**config.mk**
```make
export PLATFORM = sky130hd
export DESIGN_NAME = pixel_readout
export DESIGN_NICKNAME = d
export VERILOG_FILES = /design/src/rtl/pixel_readout.sv
export SDC_FILE = /design/constraint.sdc
export NUM_CORES = 1
export LEC_CHECK = 0
export CORE_UTILIZATION = 33
export CTS_CLUSTER_SIZE = 24
export DETAILED_ROUTE_END_ITERATION = 12
export HOLD_SLACK_MARGIN = 0.02
export PLACE_DENSITY = 0.65
export SYNTH_ARGS = -nofsm -noshare
export SYNTH_HDL_FRONTEND = slang
export SYNTH_SLANG_ARGS = --single-unit
```
**constraint.sdc**
```tcl
create_clock -name CLK -period 2.4 [get_ports CLK]
set_input_delay 0.72 -clock CLK [delete_from_list [all_inputs] [get_ports CLK]]
set_output_delay 0.72 -clock CLK [all_outputs]
set_load 0.1 [all_outputs]
```
**src/rtl/pixel_readout.sv**
```systemverilog
// Row capture buffer and pixel serializer: latches one digitized row from the
// column bus and streams it out pixel by pixel with coordinates and frame markers.
module pixel_readout #(
   parameter int PIXEL_ARRAY_HEIGHT = 2,
   parameter int PIXEL_ARRAY_WIDTH  = 2,
   parameter int PIXEL_BITS         = 8,
   localparam int ROW_W = (PIXEL_ARRAY_HEIGHT > 1) ? $clog2(PIXEL_ARRAY_HEIGHT) : 1,
   localparam int COL_W = (PIXEL_ARRAY_WIDTH > 1) ? $clog2(PIXEL_ARRAY_WIDTH) : 1
) (
   input  logic                                  CLK,
   input  logic                                  RESET,
   input  logic [PIXEL_ARRAY_HEIGHT-1:0]         SENSOR_ROW_SELECT,
   input  logic [PIXEL_ARRAY_WIDTH*PIXEL_BITS-1:0] PIXEL_DATA,
   output logic                                  OUT_VALID,
   input  logic                                  OUT_READY,
   output logic [PIXEL_BITS-1:0]                 OUT_DATA,
   output logic [ROW_W-1:0]                      OUT_ROW,
   output logic [COL_W-1:0]                      OUT_COL,
   output logic                                  OUT_FIRST,
   output logic                                  OUT_LAST,
   output logic                                  OVERFLOW,
   output logic                                  SEL_ERROR
);

   localparam logic [ROW_W-1:0] LAST_ROW = ROW_W'(PIXEL_ARRAY_HEIGHT - 1);
   localparam logic [COL_W-1:0] LAST_COL = COL_W'(PIXEL_ARRAY_WIDTH - 1);

   typedef enum logic {
      IDLE,
      SHIFT
   } state_t;

   state_t                                  state;
   logic [PIXEL_ARRAY_HEIGHT-1:0]           prev_sel;
   logic                                    captured;
   logic [PIXEL_ARRAY_WIDTH*PIXEL_BITS-1:0] row_buf;
   logic [ROW_W-1:0]                        row_idx;
   logic [COL_W-1:0]                        col_idx;
   logic                                    overflow_flag;
   logic                                    sel_error_flag;

   logic multi_sel;
   logic one_hot;
   logic capture;
   logic transfer;
   logic final_transfer;

   function automatic logic [ROW_W-1:0] encode_row(input logic [PIXEL_ARRAY_HEIGHT-1:0] sel);
      logic [ROW_W-1:0] idx;
      idx = '0;
      for (int i = 0; i < PIXEL_ARRAY_HEIGHT; i++) begin
         if (sel[i]) idx = ROW_W'(i);
      end
      return idx;
   endfunction

   // A select must be seen identical on two edges so the column bus has a cycle to settle.
   assign multi_sel      = |(SENSOR_ROW_SELECT & (SENSOR_ROW_SELECT - 1'b1));
   assign one_hot        = (SENSOR_ROW_SELECT != '0) && !multi_sel;
   assign capture        = one_hot && (SENSOR_ROW_SELECT == prev_sel) && !captured;
   assign transfer       = OUT_VALID && OUT_READY;
   assign final_transfer = transfer && (col_idx == LAST_COL);

   always_ff @(posedge CLK) begin
      if (RESET) begin
         state          <= IDLE;
         prev_sel       <= '0;
         captured       <= 1'b0;
         row_buf        <= '0;
         row_idx        <= '0;
         col_idx        <= '0;
         overflow_flag  <= 1'b0;
         sel_error_flag <= 1'b0;
      end else begin
         prev_sel <= SENSOR_ROW_SELECT;

         // A dropped row still consumes this assertion, so overflow fires once per row.
         if (capture) begin
            captured <= 1'b1;
         end else if ((SENSOR_ROW_SELECT != prev_sel) || (SENSOR_ROW_SELECT == '0)) begin
            captured <= 1'b0;
         end

         if (multi_sel) begin
            sel_error_flag <= 1'b1;
         end

         case (state)
            IDLE: begin
               if (capture) begin
                  row_buf <= PIXEL_DATA;
                  row_idx <= encode_row(SENSOR_ROW_SELECT);
                  col_idx <= '0;
                  state   <= SHIFT;
               end
            end
            SHIFT: begin
               if (final_transfer) begin
                  if (capture) begin
                     row_buf <= PIXEL_DATA;
                     row_idx <= encode_row(SENSOR_ROW_SELECT);
                     col_idx <= '0;
                  end else begin
                     state <= IDLE;
                  end
               end else begin
                  if (transfer) begin
                     col_idx <= col_idx + 1'b1;
                  end
                  if (capture) begin
                     overflow_flag <= 1'b1;
                  end
               end
            end
            default: state <= IDLE;
         endcase
      end
   end

   assign OUT_VALID = (state == SHIFT);
   assign OUT_DATA  = OUT_VALID ? row_buf[int'(col_idx)*PIXEL_BITS +: PIXEL_BITS] : '0;
   assign OUT_ROW   = OUT_VALID ? row_idx : '0;
   assign OUT_COL   = OUT_VALID ? col_idx : '0;
   assign OUT_FIRST = OUT_VALID && (row_idx == '0) && (col_idx == '0);
   assign OUT_LAST  = OUT_VALID && (row_idx == LAST_ROW) && (col_idx == LAST_COL);
   assign OVERFLOW  = overflow_flag;
   assign SEL_ERROR = sel_error_flag;

endmodule

```
==> impl_metrics.yaml, run 1 <==
floorplan:
  die_area_um2: 3900
  start_util_pct: 35.3
  core_region_area_um2: 3420
  ios: 36
  rows: 21
  die_w_um: 62.5
  die_y_um: 62.5
clock_network:
  clockBufferDepth: 2
  clkTransAtPathRegs_ns: 0.14
  cts_sinks: 24
  htreeDepth: 1
  clkLatencyLatePin_ns: 0.32
  cts_tree: "done"
  post_cts_resized: 0
  postCtsHoldBufs: 0
  cts_setup_buffers: 0
  cts_root_buf: "clkbuf_4"
  cts_buffers: 3
power_and_ir_drop:
  power_density_nw_per_um2: 454
  peakVddDrop_v: 0.000352
  leakagePower_nw: 0.658
cells_and_area:
  drive_gt1_share_pct: 24.0
  nets: 191
  area_delta_synth_final_pct: 53.9
  antenna_cells: 0
timing:
  period_share_pct: 88.8
  rsz0062_at_grt: "no"
  hold_violations: 0
  clock_skew_ns: 0.0146
  setup_violations: 0
  drv_slew: 0
  fmax_ghz: 0.469
  period_needed_ns: 2.13
  worst_hold_slack_ns: 0.482
  setup_ws_ns: 0.268
  worstMarginPinSlew_ns: 0.354
  relSlewSlack_pct: 76.3
routing:
  routed_wl_mm: 2.53
  detail-route-antenna-nets: 0
  vias_per_cell: 4.49
  routedWlPerCell_um: 11.9
  drcViolationCount: 0
  drt_iter0_drc: 35
  via_count: 957
  drt_pass1_iterations: 4
yosys:
  syn_avg_cell_area_um2: 9.50
  synth_top_area_cell: "dfxtp_1"
  synth.top_cell.area_share_pct: 39.8
  synth_area_um2: 1210
  syn_inst: 127
  ys_seq_area_share_pct: 39.8
  synth_area_leaders: "dfxtp_1, mux2i_1, nand2b_1"
  yosys_register_bits: 24
  netlist-cell-type-count: 26
  ys_warn_count: 0
  synth_fp_nets: 150
global_route:
  antenna_found_initial: 0
  grt_max_degree: 21
  grt_usage_pct: 14.1
  grt_pass1_wl_mm: 4.36
  grt_pass1_vias: 968
  overflow: 0
run:
  maxCapViolations: 0
setup_path:
  path_max_fanout: 6
  cp.required_ns: 2.64
  crit_type: "primary input to register"
  arrival_ns: 2.38
  startpoint_type: "primary input"
  r2r_slack_ns: 0.97
  cp-end-kind: "register"
placement:
  hpwl_mm: 1.94
  dp_slack_ns: -0.0407
  globalplace.congestion: 0.708
  port-buffer-count: 35
status:
  run_status: "finished clean"
min_path:
  hold_path.class: "register to register"
-- synth_stat cells (all sizes together) --
cell type	instances
o31ai	1
and2	2
o2111ai	1
dfxtp	24
mux2	1
xnor2	2
nand2	1
nor3	1
ha	2
nand3	1
nor2	14
and4	1
and3	1
nand2b	33
clkinv	1
nor2b	2
a21bo	1
a21oi	2
clkbuf	4
o21a	1
mux2i	24
o21ai	1
buf	4
inv	2
-- state kept, by name, indices dropped and copies added (netlist names) --
signal,count
row_buf,16
SEL_ERROR,1
row_idx,1
col_idx,1
OVERFLOW,1
captured,1
prev_sel,2
OUT_VALID,1
-- per-stage QoR --
stage          utilization, %  power [W]  instance area [um^2]  setup TNS, ns  std cells
2_1_floorplan               -   0.000587                  1290              0        127
3_3_place_gp             53.6   0.000661                  1830        -0.0139        209
3_5_place_dp             53.6   0.000666                  1830         -0.170        209
4_1_cts                  54.4   0.000850                  1860              0        213
5_1_grt                  54.4   0.000884                  1860              0        213
6_report                 54.4   0.000843                  1860              0        213
-- worst paths after layout --
check	endpoint	startpoint	depth (start not counted)
setup / recovery	row_buf[2]	SENSOR_ROW_SELECT[0]	7
hold / removal	row_buf[5]	row_buf[5]	2
setup reg to reg	row_buf[2]	col_idx	5
hold reg to reg	row_buf[5]	row_buf[5]	2
-- cell families (layout without fill, tap and decap cells) --
| group | count (synthesis) | count (layout) | synth area share, % |
|---|---|---|---|
| buffers and inverters | 11 | 51 | 5.60 |
| xor gates and xnor gates | 2 | 2 | 1.45 |
| DFF | 24 | 24 | 39.8 |
| AOI/OAI and AO/OA | 7 | 7 | 4.05 |
| muxes | 25 | 25 | 20.9 |
| and+or+nand+nor | 56 | 56 | 26.1 |
| adders and majority gates | 2 | 2 | 2.07 |
-- worst max-delay path: stages --
cell	delay, ns
clkdlybuf4s50_1	0.48
inv_1	0.06
ha_1	0.28
nor2b_1	0.19
and4_4	0.28
buf_4	0.18
mux2i_1	0.20
-- routing by layer --
metal	global-route usage, %	share of wire (%)	wire length, um
met3	4.38	6.2	157
met1	16.2	42	1070
met5	0	0	0
met2	25.0	51	1280
met4	3.49	0.75	19
-- report_power, final --
| group | total (W) | switching (W) | internal, W |
|---|---|---|---|
| logic | 0.000221 | 0.000118 | 0.000104 |
| clock network | 0.000188 | 0.000123 | 0.0000650 |
| registers | 0.000434 | 0.0000142 | 0.000420 |
| total | 0.000843 | 0.000254 | 0.000588 |
-- placed cells by master (no fill, tap or decap), drive strengths merged, types with 2 or more instances in the layout --
| cell | instances |
|---|---|
| a21oi | 2 |
| and2 | 2 |
| buf | 24 |
| clkbuf | 4 |
| clkdlybuf4s50 | 20 |
| dfxtp | 24 |
| ha | 2 |
| inv | 2 |
| mux2i | 24 |
| nand2b | 33 |
| nor2 | 14 |
| nor2b | 2 |
| xnor2 | 2 |
-- layout make-up --
cell class	count	area, um^2
fill	333	1560
multi-input combinational	92	729
timing repair buffer	44	543
sequential	24	484
tap	46	57.6
clock buffer	4	26.3
inverter	3	16.3
No activity file was read; power rests on OpenSTA's default activity.
==> run 2, diff against run 1 <==
- GPL_TIMING_DRIVEN: unset -> 0
==> run 2 against run 1 <==
Power shrank 1.1%. Cell area decreased by 7.8%. Die area is the same. Combinational power decreased by 3%. Fmax is 7.5% lower. Cell count is 0.47% lower. Wire length increased by 7.4%. Global-route usage is 0.76 points higher. Register-to-register slack worse by 0.07 ns. Critical endpoint is now OUT_VALID. Critical path type is now register to output port.
==> impl_metrics.yaml, run 2 (synthesis gave the netlist of run 1 again) <==
cells_and_area:
  final_cell_mix: "nand2b_1, dfxtp_1, clkdlybuf4s50_1"
  layout_commonest_cell: "nand2b_1"
  largest_register: "row_buf"
  nets: 190
  largest_reg_flops: 16
  top_regs: "row_buf: 16 flops, prev_sel: 2 flops"
  final_cell_area_um2: 1710
  drive_gt1_share_pct: 23.5
  area_delta_synth_final_pct: 41.9
  antenna_cells: 0
  fillers: 349
timing:
  period_needed_ns: 2.30
  relSlewSlack_pct: 36.8
  clock_skew_ns: 0.00369
  rsz0062_at_grt: "yes"
  worstMarginPinSlew_ns: 0.952
  fmax_ghz: 0.434
  hold_violations: 0
  setup_ws_ns: 0.0951
  drv_slew: 0
  period_share_pct: 96.0
  setup_violations: 0
  worst_hold_slack_ns: 0.470
setup_path:
  crit_family: "buffers and inverters"
  cp.required_ns: 1.68
  critPathMaxStageDelay_ns: 0.86
  arrival_ns: 1.58
  crit_chain: "dlygate4sd2_1"
  cp-end-kind: "output port"
  cpMaxStageDelayCell: "dlygate4sd2_1"
  crit_start: "OUT_VALID"
  critPathBufInv: 1
  crit_type: "register to output port"
  r2r_start: "col_idx"
  path_max_fanout: 7
  startpoint_type: "register"
clock_network:
  clkLatencyLatePin_ns: 0.31
  cts_buffers: 3
  cts_setup_buffers: 0
  cts_root_buf: "clkbuf_4"
  htreeDepth: 1
  clockBufferDepth: 2
  cts_tree: "done"
  postCtsHoldBufs: 0
  clkTransAtPathRegs_ns: 0.13
  cts_sinks: 24
floorplan:
  core_region_area_um2: 3420
  die_area_um2: 3900
  die_w_um: 62.5
  start_util_pct: 35.3
  rows: 21
  die_y_um: 62.5
  ios: 36
power_and_ir_drop:
  power_density_nw_per_um2: 487
  finalPower_w: 0.000834
  peakVddDrop_v: 0.000341
  leakagePower_nw: 0.618
routing:
  via_count: 987
  routed_wl_mm: 2.72
  routedWlPerCell_um: 12.8
  vias_per_cell: 4.66
  drt_iter0_drc: 29
  drt_pass1_iterations: 4
  detail-route-antenna-nets: 0
  drcViolationCount: 0
placement:
  port-buffer-count: 35
  dp_slack_ns: -0.469
  dpl_cell_area_um2: 1690
  hpwl_mm: 2.00
  globalplace.congestion: 0.737
min_path:
  hold_path.class: "register to register"
  min_from: "OVERFLOW"
global_route:
  overflow: 0
  grt_pass1_wl_mm: 4.53
  antenna_found_initial: 0
  grt_pass1_vias: 1000
  grt_usage_pct: 14.8
  grt_max_degree: 14
run:
  maxCapViolations: 0
status:
  run_status: "finished clean"
-- run 2: where the power goes --
part	leakage (nW)	switching, W	total (W)	internal (W)
registers	0.196	0.0000160	0.000436	0.000420
logic	0.406	0.000120	0.000214	0.0000945
clock network	0.0150	0.000119	0.000184	0.0000650
total	0.618	0.000255	0.000834	0.000579
-- run 2: worst paths after layout --
check	end	slack [ns]	depth (start not counted)
worst max-delay path	OUT_VALID	0.1	1
worst min-delay path	OVERFLOW	0.47	2
worst max register to register	row_idx	0.90	5
worst min register to register	OVERFLOW	0.47	2
-- run 2: metrics by stage --
stage | std cells | utilization [%] | setup TNS (ns)
detailed placement | 208 | 49.6 | -7.11
global placement | 208 | 49.6 | -6.25
floorplan | 127 | - | 0
CTS | 212 | 49.6 | 0
finish | 212 | 50.1 | 0
global route | 212 | 50.1 | -0.0143
-- run 2: per-layer routing --
layer	wire length, um	global-route usage, %
met1	1220	17.0
met2	1360	26.6
met3	119	4.01
met4	19	4.36
met5	0	0
-- run 2: final cells by class --
| type | instances | area [um^2] | share of cell area (%) |
|---|---|---|---|
| Multi-Input combinational cell | 92 | 754 | 44.1 |
| Buffer | 8 | 62.6 | 3.65 |
| Sequential cell | 24 | 484 | 28.3 |
| Clock buffer | 4 | 26.3 | 1.54 |
| Tap cell | 46 | 57.6 | 3.36 |
| Inverter | 3 | 16.3 | 0.950 |
| Timing Repair Buffer | 35 | 310 | 18.1 |
-- run 2: worst register-to-register path: cells and delay by family, from the launching register on --
family,cells,cell delay [ns]
muxes,1,0.34
DFF,1,0.33
buffers and inverters,2,0.32
and+or+nand+nor,1,0.24
AOI/OAI and AO/OA,1,0.17
-- run 2: repair_timing --
item / in CTS / in global routing
endpoints found under the setup margin: 15 / 16
cloned: 0 / 0
resized for setup: 64 / 13
==> run 3, diff against run 2 <==
- CTS_CLUSTER_SIZE: 24 -> 28
- MAX_ROUTING_LAYER: unset -> met4
==> results of run 3 <==
No change in the layout: final DEF, timing and power equal those of run 2.
Among the figures that moved: final weighted congestion in routability-driven placement 0.737 -> 0.746; overall routing resource usage 14.8% -> 15.3%
